[src/rtl/sha3_bridge_pkg.sv]
// Shared types and helpers for the UART <-> SHA3 byte/word bridge.
package sha3_bridge_pkg;

  typedef enum logic [2:0] {
    S_COLLECT,
    S_PUSH,
    S_WAIT_DIG,
    S_TX,
    S_EOL
  } state_t;

  localparam logic [7:0] CR = 8'h0D;
  localparam logic [7:0] LF = 8'h0A;

  // Lowercase ASCII for one nibble: '0'..'9' = 0x30.., 'a'..'f' = 0x61..
  function automatic logic [7:0] nib2hex(input logic [3:0] n);
    return (n < 4'd10) ? (8'h30 + {4'h0, n}) : (8'h57 + {4'h0, n});
  endfunction

endpackage

[src/rtl/digest_tx_serializer.sv]
// Turns one latched digest word into TX bytes (raw, LSB first) or hex chars,
// and emits the CR LF line ending when asked to.
module digest_tx_serializer
  import sha3_bridge_pkg::*;
#(
  parameter int HEX_OUT = 0
) (
  input  logic        clk,
  input  logic        rst,
  input  logic        load,
  input  logic [31:0] word_in,
  input  logic        tx_en,
  input  logic        eol_en,
  input  logic        tx_ready,
  output logic [7:0]  tx_data,
  output logic        tx_valid,
  output logic        word_done,
  output logic        eol_done
);

  logic [31:0] word_q;
  logic [1:0]  out_byte;
  logic        nib_lo;
  logic        eol_lf;
  logic [7:0]  cur_byte;
  logic        fire;

  assign tx_valid = tx_en | eol_en;
  assign fire     = tx_valid & tx_ready;
  assign cur_byte = word_q[{out_byte, 3'b000} +: 8];

  // tx_data is a pure function of held registers, so it cannot move during a stall
  always_comb begin
    tx_data = 8'h00;
    if (eol_en) begin
      tx_data = eol_lf ? LF : CR;
    end else if (tx_en) begin
      if (HEX_OUT != 0) tx_data = nib2hex(nib_lo ? cur_byte[3:0] : cur_byte[7:4]);
      else              tx_data = cur_byte;
    end
  end

  assign word_done = tx_en & fire & (out_byte == 2'd3) & ((HEX_OUT == 0) | nib_lo);
  assign eol_done  = eol_en & fire & eol_lf;

  always_ff @(posedge clk or posedge rst) begin
    if (rst) begin
      word_q   <= '0;
      out_byte <= '0;
      nib_lo   <= 1'b0;
      eol_lf   <= 1'b0;
    end else begin
      if (load) begin
        word_q   <= word_in;
        out_byte <= '0;
        nib_lo   <= 1'b0;
      end else if (tx_en && fire) begin
        if (HEX_OUT == 0) begin
          out_byte <= out_byte + 2'd1;
        end else begin
          nib_lo <= ~nib_lo;
          if (nib_lo) out_byte <= out_byte + 2'd1;
        end
      end
      if (eol_en && fire) eol_lf <= ~eol_lf;
    end
  end

endmodule

[src/rtl/uart_hash_bridge.sv]
// Packs UART RX bytes little-endian into SHA3 input words and streams the
// digest back out over UART TX.
module uart_hash_bridge
  import sha3_bridge_pkg::*;
#(
  parameter int         DIGEST_WORDS = 8,
  parameter logic [7:0] TERM_BYTE    = 8'h0D,
  parameter bit         ALT_TERM_EN  = 1'b1,
  parameter int         HEX_OUT      = 0
) (
  input  logic        clk,
  input  logic        rst,
  input  logic [7:0]  rx_data,
  input  logic        rx_valid,
  output logic        rx_ready,
  output logic [7:0]  tx_data,
  output logic        tx_valid,
  input  logic        tx_ready,
  output logic [31:0] sha3_in_data,
  output logic [2:0]  sha3_in_bytes,
  output logic        sha3_in_last,
  output logic        sha3_in_valid,
  input  logic        sha3_in_ready,
  input  logic [31:0] sha3_out_data,
  input  logic        sha3_out_valid,
  output logic        sha3_out_ready,
  output logic        busy
);

  localparam logic [3:0] LAST_WORD = 4'(DIGEST_WORDS - 1);

  state_t      state_q, state_d;
  logic        alive_q;
  logic [1:0]  byte_cnt_q;
  logic [3:0]  word_cnt_q;
  logic [31:0] pack_q;
  logic [2:0]  bytes_q;
  logic        last_q;
  logic        is_term, rx_fire, more_words, load;
  logic        tx_en, eol_en, word_done, eol_done;

  assign is_term    = (rx_data == TERM_BYTE) || (ALT_TERM_EN && (rx_data == LF));
  assign rx_fire    = rx_valid & rx_ready;
  assign more_words = word_cnt_q < LAST_WORD;
  assign load       = sha3_out_ready & sha3_out_valid;

  always_ff @(posedge clk or posedge rst) begin
    if (rst) state_q <= S_COLLECT;
    else     state_q <= state_d;
  end

  always_comb begin
    state_d = state_q;
    unique case (state_q)
      S_COLLECT:  if (rx_fire && (is_term || byte_cnt_q == 2'd3)) state_d = S_PUSH;
      S_PUSH:     if (sha3_in_ready) state_d = last_q ? S_WAIT_DIG : S_COLLECT;
      S_WAIT_DIG: if (sha3_out_valid) state_d = S_TX;
      S_TX: begin
        if (word_done) begin
          if (more_words)        state_d = S_WAIT_DIG;
          else if (HEX_OUT != 0) state_d = S_EOL;
          else                   state_d = S_COLLECT;
        end
      end
      S_EOL:      if (eol_done) state_d = S_COLLECT;
      default:    state_d = S_COLLECT;
    endcase
  end

  // alive_q keeps rx_ready low while rst is held and for the release edge
  always_comb begin
    rx_ready       = 1'b0;
    sha3_in_valid  = 1'b0;
    sha3_out_ready = 1'b0;
    tx_en          = 1'b0;
    eol_en         = 1'b0;
    busy           = (state_q != S_COLLECT);
    unique case (state_q)
      S_COLLECT:  rx_ready       = alive_q;
      S_PUSH:     sha3_in_valid  = 1'b1;
      S_WAIT_DIG: sha3_out_ready = 1'b1;
      S_TX:       tx_en          = 1'b1;
      S_EOL:      eol_en         = 1'b1;
      default:    rx_ready       = 1'b0;
    endcase
  end

  always_ff @(posedge clk or posedge rst) begin
    if (rst) begin
      alive_q    <= 1'b0;
      byte_cnt_q <= '0;
      word_cnt_q <= '0;
      pack_q     <= '0;
      bytes_q    <= '0;
      last_q     <= 1'b0;
    end else begin
      alive_q <= 1'b1;
      if (rx_fire) begin
        if (is_term) begin
          bytes_q    <= {1'b0, byte_cnt_q};
          last_q     <= 1'b1;
          byte_cnt_q <= '0;
          if (byte_cnt_q == 2'd0) pack_q <= '0;
        end else begin
          if (byte_cnt_q == 2'd0) pack_q <= {24'h0, rx_data};
          else                    pack_q[{byte_cnt_q, 3'b000} +: 8] <= rx_data;
          byte_cnt_q <= byte_cnt_q + 2'd1;
          if (byte_cnt_q == 2'd3) begin
            bytes_q <= 3'd4;
            last_q  <= 1'b0;
          end
        end
      end
      // In hex mode the count is cleared once the line ending has gone out
      if (word_done) begin
        if (more_words)        word_cnt_q <= word_cnt_q + 4'd1;
        else if (HEX_OUT == 0) word_cnt_q <= '0;
      end
      if (eol_done) word_cnt_q <= '0;
    end
  end

  assign sha3_in_data  = pack_q;
  assign sha3_in_bytes = bytes_q;
  assign sha3_in_last  = last_q;

  digest_tx_serializer #(
    .HEX_OUT (HEX_OUT)
  ) u_ser (
    .clk       (clk),
    .rst       (rst),
    .load      (load),
    .word_in   (sha3_out_data),
    .tx_en     (tx_en),
    .eol_en    (eol_en),
    .tx_ready  (tx_ready),
    .tx_data   (tx_data),
    .tx_valid  (tx_valid),
    .word_done (word_done),
    .eol_done  (eol_done)
  );

endmodule
[config.mk]
export PLATFORM = sky130hd
export DESIGN_NAME = uart_hash_bridge
export DESIGN_NICKNAME = d
export VERILOG_FILES = /design/src/rtl/sha3_bridge_pkg.sv /design/src/rtl/digest_tx_serializer.sv /design/src/rtl/uart_hash_bridge.sv
export SDC_FILE = /design/constraint.sdc
export NUM_CORES = 1
export LEC_CHECK = 0
export ABC_AREA = 1
export CAP_MARGIN = 20
export CORE_MARGIN = 8
export CORE_UTILIZATION = 41
export CTS_CLUSTER_DIAMETER = 100
export DETAILED_ROUTE_END_ITERATION = 16
export GPL_TIMING_DRIVEN = 0
export PLACE_DENSITY = 0.65
export SYNTH_ARGS = -nofsm -noshare
export SYNTH_HDL_FRONTEND = slang
export SYNTH_HIERARCHICAL = 1
export SYNTH_SLANG_ARGS = --single-unit
export TNS_END_PERCENT = 20
[constraint.sdc]
create_clock -name clk -period 2.3 [get_ports clk]
set_input_delay 0.46 -clock clk [delete_from_list [all_inputs] [get_ports clk]]
set_output_delay 0.46 -clock clk [all_outputs]
set_load 0.02 [all_outputs]
==> key figures <==
Status
  • Run status: complete, no violations

Yosys
  • Post-synth cell types: 31
  • Combined area of all synthesized cells: 0.00407 mm^2
  • Largest area contributor in the synthesized netlist: sky130_fd_sc_hd__dfrtp_1
  • Dominant synthesized flop cell: sky130_fd_sc_hd__dfrtp_1
  • Seq cells post-synth: 80
  • EDFF count, synth: 0
  • Cells taking the most area after synthesis: sky130_fd_sc_hd__dfrtp_1 (49%), sky130_fd_sc_hd__nand2_1 (17%), sky130_fd_sc_hd__nand3_1 (7.6%)
  • Synth async-reset ratio: 100%
  • Number of warnings reported in the yosys synthesis log: 6
  • Number of instances in the synthesized netlist: 514
  • Part of the Yosys area used for sequential elements: between 40% and 50%
  • Avg Inst Size Synth: 7.92 um^2
  • Top cell type's share of synthesized area: 49.2%

Final layout
  • Footprint of the flip-flops and latches: approximately 0.0020 mm^2
  • Commonest cells after routing, fill and taps aside: sky130_fd_sc_hd__nand2_1 (185), sky130_fd_sc_hd__clkdlybuf4s50_1 (84), sky130_fd_sc_hd__dfrtp_1 (77)
  • Nets: a little under 700
  • Final core utilization: 55.7%
  • Synthesis-to-layout area growth: 32.6%
  • Area taken by multi-input logic gates: 0.00174 mm^2
  • Most common cell after layout, fill and taps aside: sky130_fd_sc_hd__nand2_1
  • Share of post-route cells with drive strength above 1: about a tenth
  • Post-route cell area: 0.00540 mm^2
  • Number of fill cells in the layout: 919
  • Number of diodes added for antenna fixing: 0

STA
  • Total negative slack: 0 ns
  • F_max: 465 MHz
  • Final setup violation count: 0
  • Crit path time final: 2.15 ns
  • Worst-case clock skew: 0.00797 ns
  • Total count of max-transition violations in the final report: 0
  • RSZ-0062 raised after global routing: no
  • Hold Violations, Final: 0
  • Slew @ Worst Pin: 0.763 ns
  • Post-route fraction of the period consumed by the critical path: 93.5%
  • Worst rel slew slack: 49.1%

Floorplan
  • Area of the die: 0.0134 mm^2
  • Die Span X: 116 um
  • Initial core utilization: a little over two fifths
  • Core ar.: between 0.009 and 0.01 mm^2
  • Site row count: 36
  • Num ports: 95
  • Die outline height: 116 um

Critical path
  • CP Data Arrival Time: 1.69 ns
  • Required time at the worst-slack endpoint: 1.84 ns
  • Type of the setup path with the least slack: flip-flop to output pin
  • Kind of start point of the critical path: flip-flop
  • Sort of element at the end of the critical path: output pin
  • Largest fanout on the critical path: 10

Routing
  • Per-cell routed wire length: 14.4 um
  • Vias per cell: 4.79
  • DRC violation count after routing: 0
  • Violation count after the first detailed-routing iteration: 202
  • 1st-pass router iterations: 5
  • Final wirelength: 11.0 mm
  • Antenna-violating nets left: 0
  • Vias after detailed routing: 3642

Clock tree
  • Clock root cell: sky130_fd_sc_hd__clkbuf_8
  • Clock Latency Late Sink: 0.35 ns
  • Longest Clk Path Bufs: 2
  • Clk pin slew, worst setup/hold paths: ~0.08 ns
  • Sink count of the clock tree: 80
  • Clock buffer count from CTS: 9
  • H-tree level count: 3
  • CTS tree: built

Global route
  • Overflow after GRT: 0
  • Wire length of the first global-routing pass: around 19 mm
  • Antenna violations before repair: 0
  • Vias in the first global route: 3871
  • Largest net degree at the start of global routing: 42
  • Global routing usage summed across all routing layers: 17.9%

Power
  • Worst IR drop on VDD: 0.000534 V
  • Total Power: ~0.0060 W
  • Static Leak: 2.73 nW
  • Total power divided by cell area: 1120 mW/mm^2

Flow run
  • Max-cap violation count: 0

Placement
  • Total half-perimeter wirelength after legalization and detailed placement: 8.44 mm
  • Count of buffers inserted at the top-level ports: 94
  • Placement-stage cell area: 0.00524 mm^2
  • RePlAce Congestion: 0.862

Worst hold path
  • Worst min path class: primary input to asynchronous set/reset pin
-- Yosys cell counts, types with 4 or more instances --
cell type and count:
sky130_fd_sc_hd__nand3_4 4, sky130_fd_sc_hd__nand2_1 185, sky130_fd_sc_hd__o21ai_0 25, sky130_fd_sc_hd__o211ai_1 4
sky130_fd_sc_hd__nand2_2 4, sky130_fd_sc_hd__dfrtp_1 80, sky130_fd_sc_hd__buf_6 5, sky130_fd_sc_hd__nand2_4 4
sky130_fd_sc_hd__o21ai_1 5, sky130_fd_sc_hd__inv_1 52, sky130_fd_sc_hd__nor3_1 5, sky130_fd_sc_hd__nand3_1 62
sky130_fd_sc_hd__a21oi_1 8, sky130_fd_sc_hd__buf_2 6, sky130_fd_sc_hd__inv_2 5, sky130_fd_sc_hd__ha_1 6
sky130_fd_sc_hd__nor2_1 32
-- critical path, cell delays in order (launching register included) --
cell and delay, ns:
sky130_fd_sc_hd__dfrtp_1 0.38, sky130_fd_sc_hd__buf_2 0.20, sky130_fd_sc_hd__inv_2 0.16, sky130_fd_sc_hd__nand3_1 0.11, sky130_fd_sc_hd__nand2_1 0.07, sky130_fd_sc_hd__nand2_1 0.04, sky130_fd_sc_hd__nand2_1 0.07, sky130_fd_sc_hd__clkdlybuf4s15_1 0.30
-- kinds of logic (layout without fill, tap and decap cells) --
| logic type | count (synthesis) | after routing | synth area share, % |
|---|---|---|---|
| other | 2 | 5 | 0.185 |
| and+or+nand+nor | 305 | 305 | 34.2 |
| AOI/OAI and AO/OA | 45 | 45 | 5.97 |
| adders and majority gates | 6 | 6 | 1.84 |
| xor gates and xnor gates | 1 | 1 | 0.215 |
| DFF | 80 | 80 | 49.2 |
| buffers and inverters | 75 | 186 | 8.36 |
-- state kept, by name, summed over array words and instances (netlist names) --
signal / count
sha3_in_data: 32
word_cnt_q: 4
u_ser/out_byte: 2
sha3_in_bytes: 3
sha3_in_last: 1
u_ser/word_q: 32
alive_q: 1
byte_cnt_q: 2
u_ser/eol_lf: 1
state_q: 2
-- per-stage QoR --
stage                     std cells  setup slack (ns)  hold WS [ns]
final                           761             0.148         0.377
after global routing            761            0.0183         0.374
after CTS                       761          -0.00326         0.363
after detailed placement        746           -0.0544         0.463
after global placement          744            -0.205         0.455
after floorplan                 517             0.576         0.442
-- routing by layer --
metal	GRT usage (%)	part of all wire, %	up-vias
met5	0	0	-
met4	5.53	1.0	0
met3	5.47	6.1	12
met2	28.6	46	90
met1	22.8	47	1717
li1	-	-	1823
-- area by class of cell --
| class | count | area share, % |
|---|---|---|
| multi-input cells | 362 | 32.3 |
| plain buffers | 15 | 2.09 |
| well taps | 133 | 3.08 |
| repair buffers | 96 | 17.9 |
| flip-flops and latches | 80 | 37.2 |
| inverters | 60 | 4.29 |
| clock buffers | 15 | 3.08 |
-- power breakdown --
| part | total, W | leakage [nW] | internal, W | switching, W |
|---|---|---|---|---|
| Sequential | 0.00225 | 1.04 | 0.00195 | 0.000306 |
| Combinational | 0.00285 | 1.61 | 0.00112 | 0.00173 |
| Clock | 0.000933 | 0.0838 | 0.000449 | 0.000484 |
| Total | 0.00603 | 2.73 | 0.00352 | 0.00252 |
-- final timing paths --
| check | startpoint | endpoint | slack [ns] | depth (start not counted) |
|---|---|---|---|---|
| max | u_ser/out_byte[1]$_DFFE_PP0P_ | tx_data[3] | 0.15 | 7 |
| min | rst | sha3_in_data[5]$_DFFE_PP0P_ | 0.38 | 2 |
| max reg2reg | byte_cnt_q[0]$_DFFE_PP0P_ | sha3_in_data[8]$_DFFE_PP0P_ | 0.36 | 9 |
| min reg2reg | u_ser/word_q[16]$_DFFE_PP0P_ | u_ser/word_q[16]$_DFFE_PP0P_ | 0.48 | 2 |
| max in group asynchronous | rst | u_ser/word_q[29]$_DFFE_PP0P_ | 1.10 | 3 |
| min in group clk | u_ser/word_q[16]$_DFFE_PP0P_ | u_ser/word_q[16]$_DFFE_PP0P_ | 0.48 | 2 |
-- what timing repair did --
item,in CTS,in global routing
resized for setup,20,11
hold buffers,0,0
buffers inserted,0,0
endpoints found under the setup margin,9,14
(Power assumes the default switching activity.)
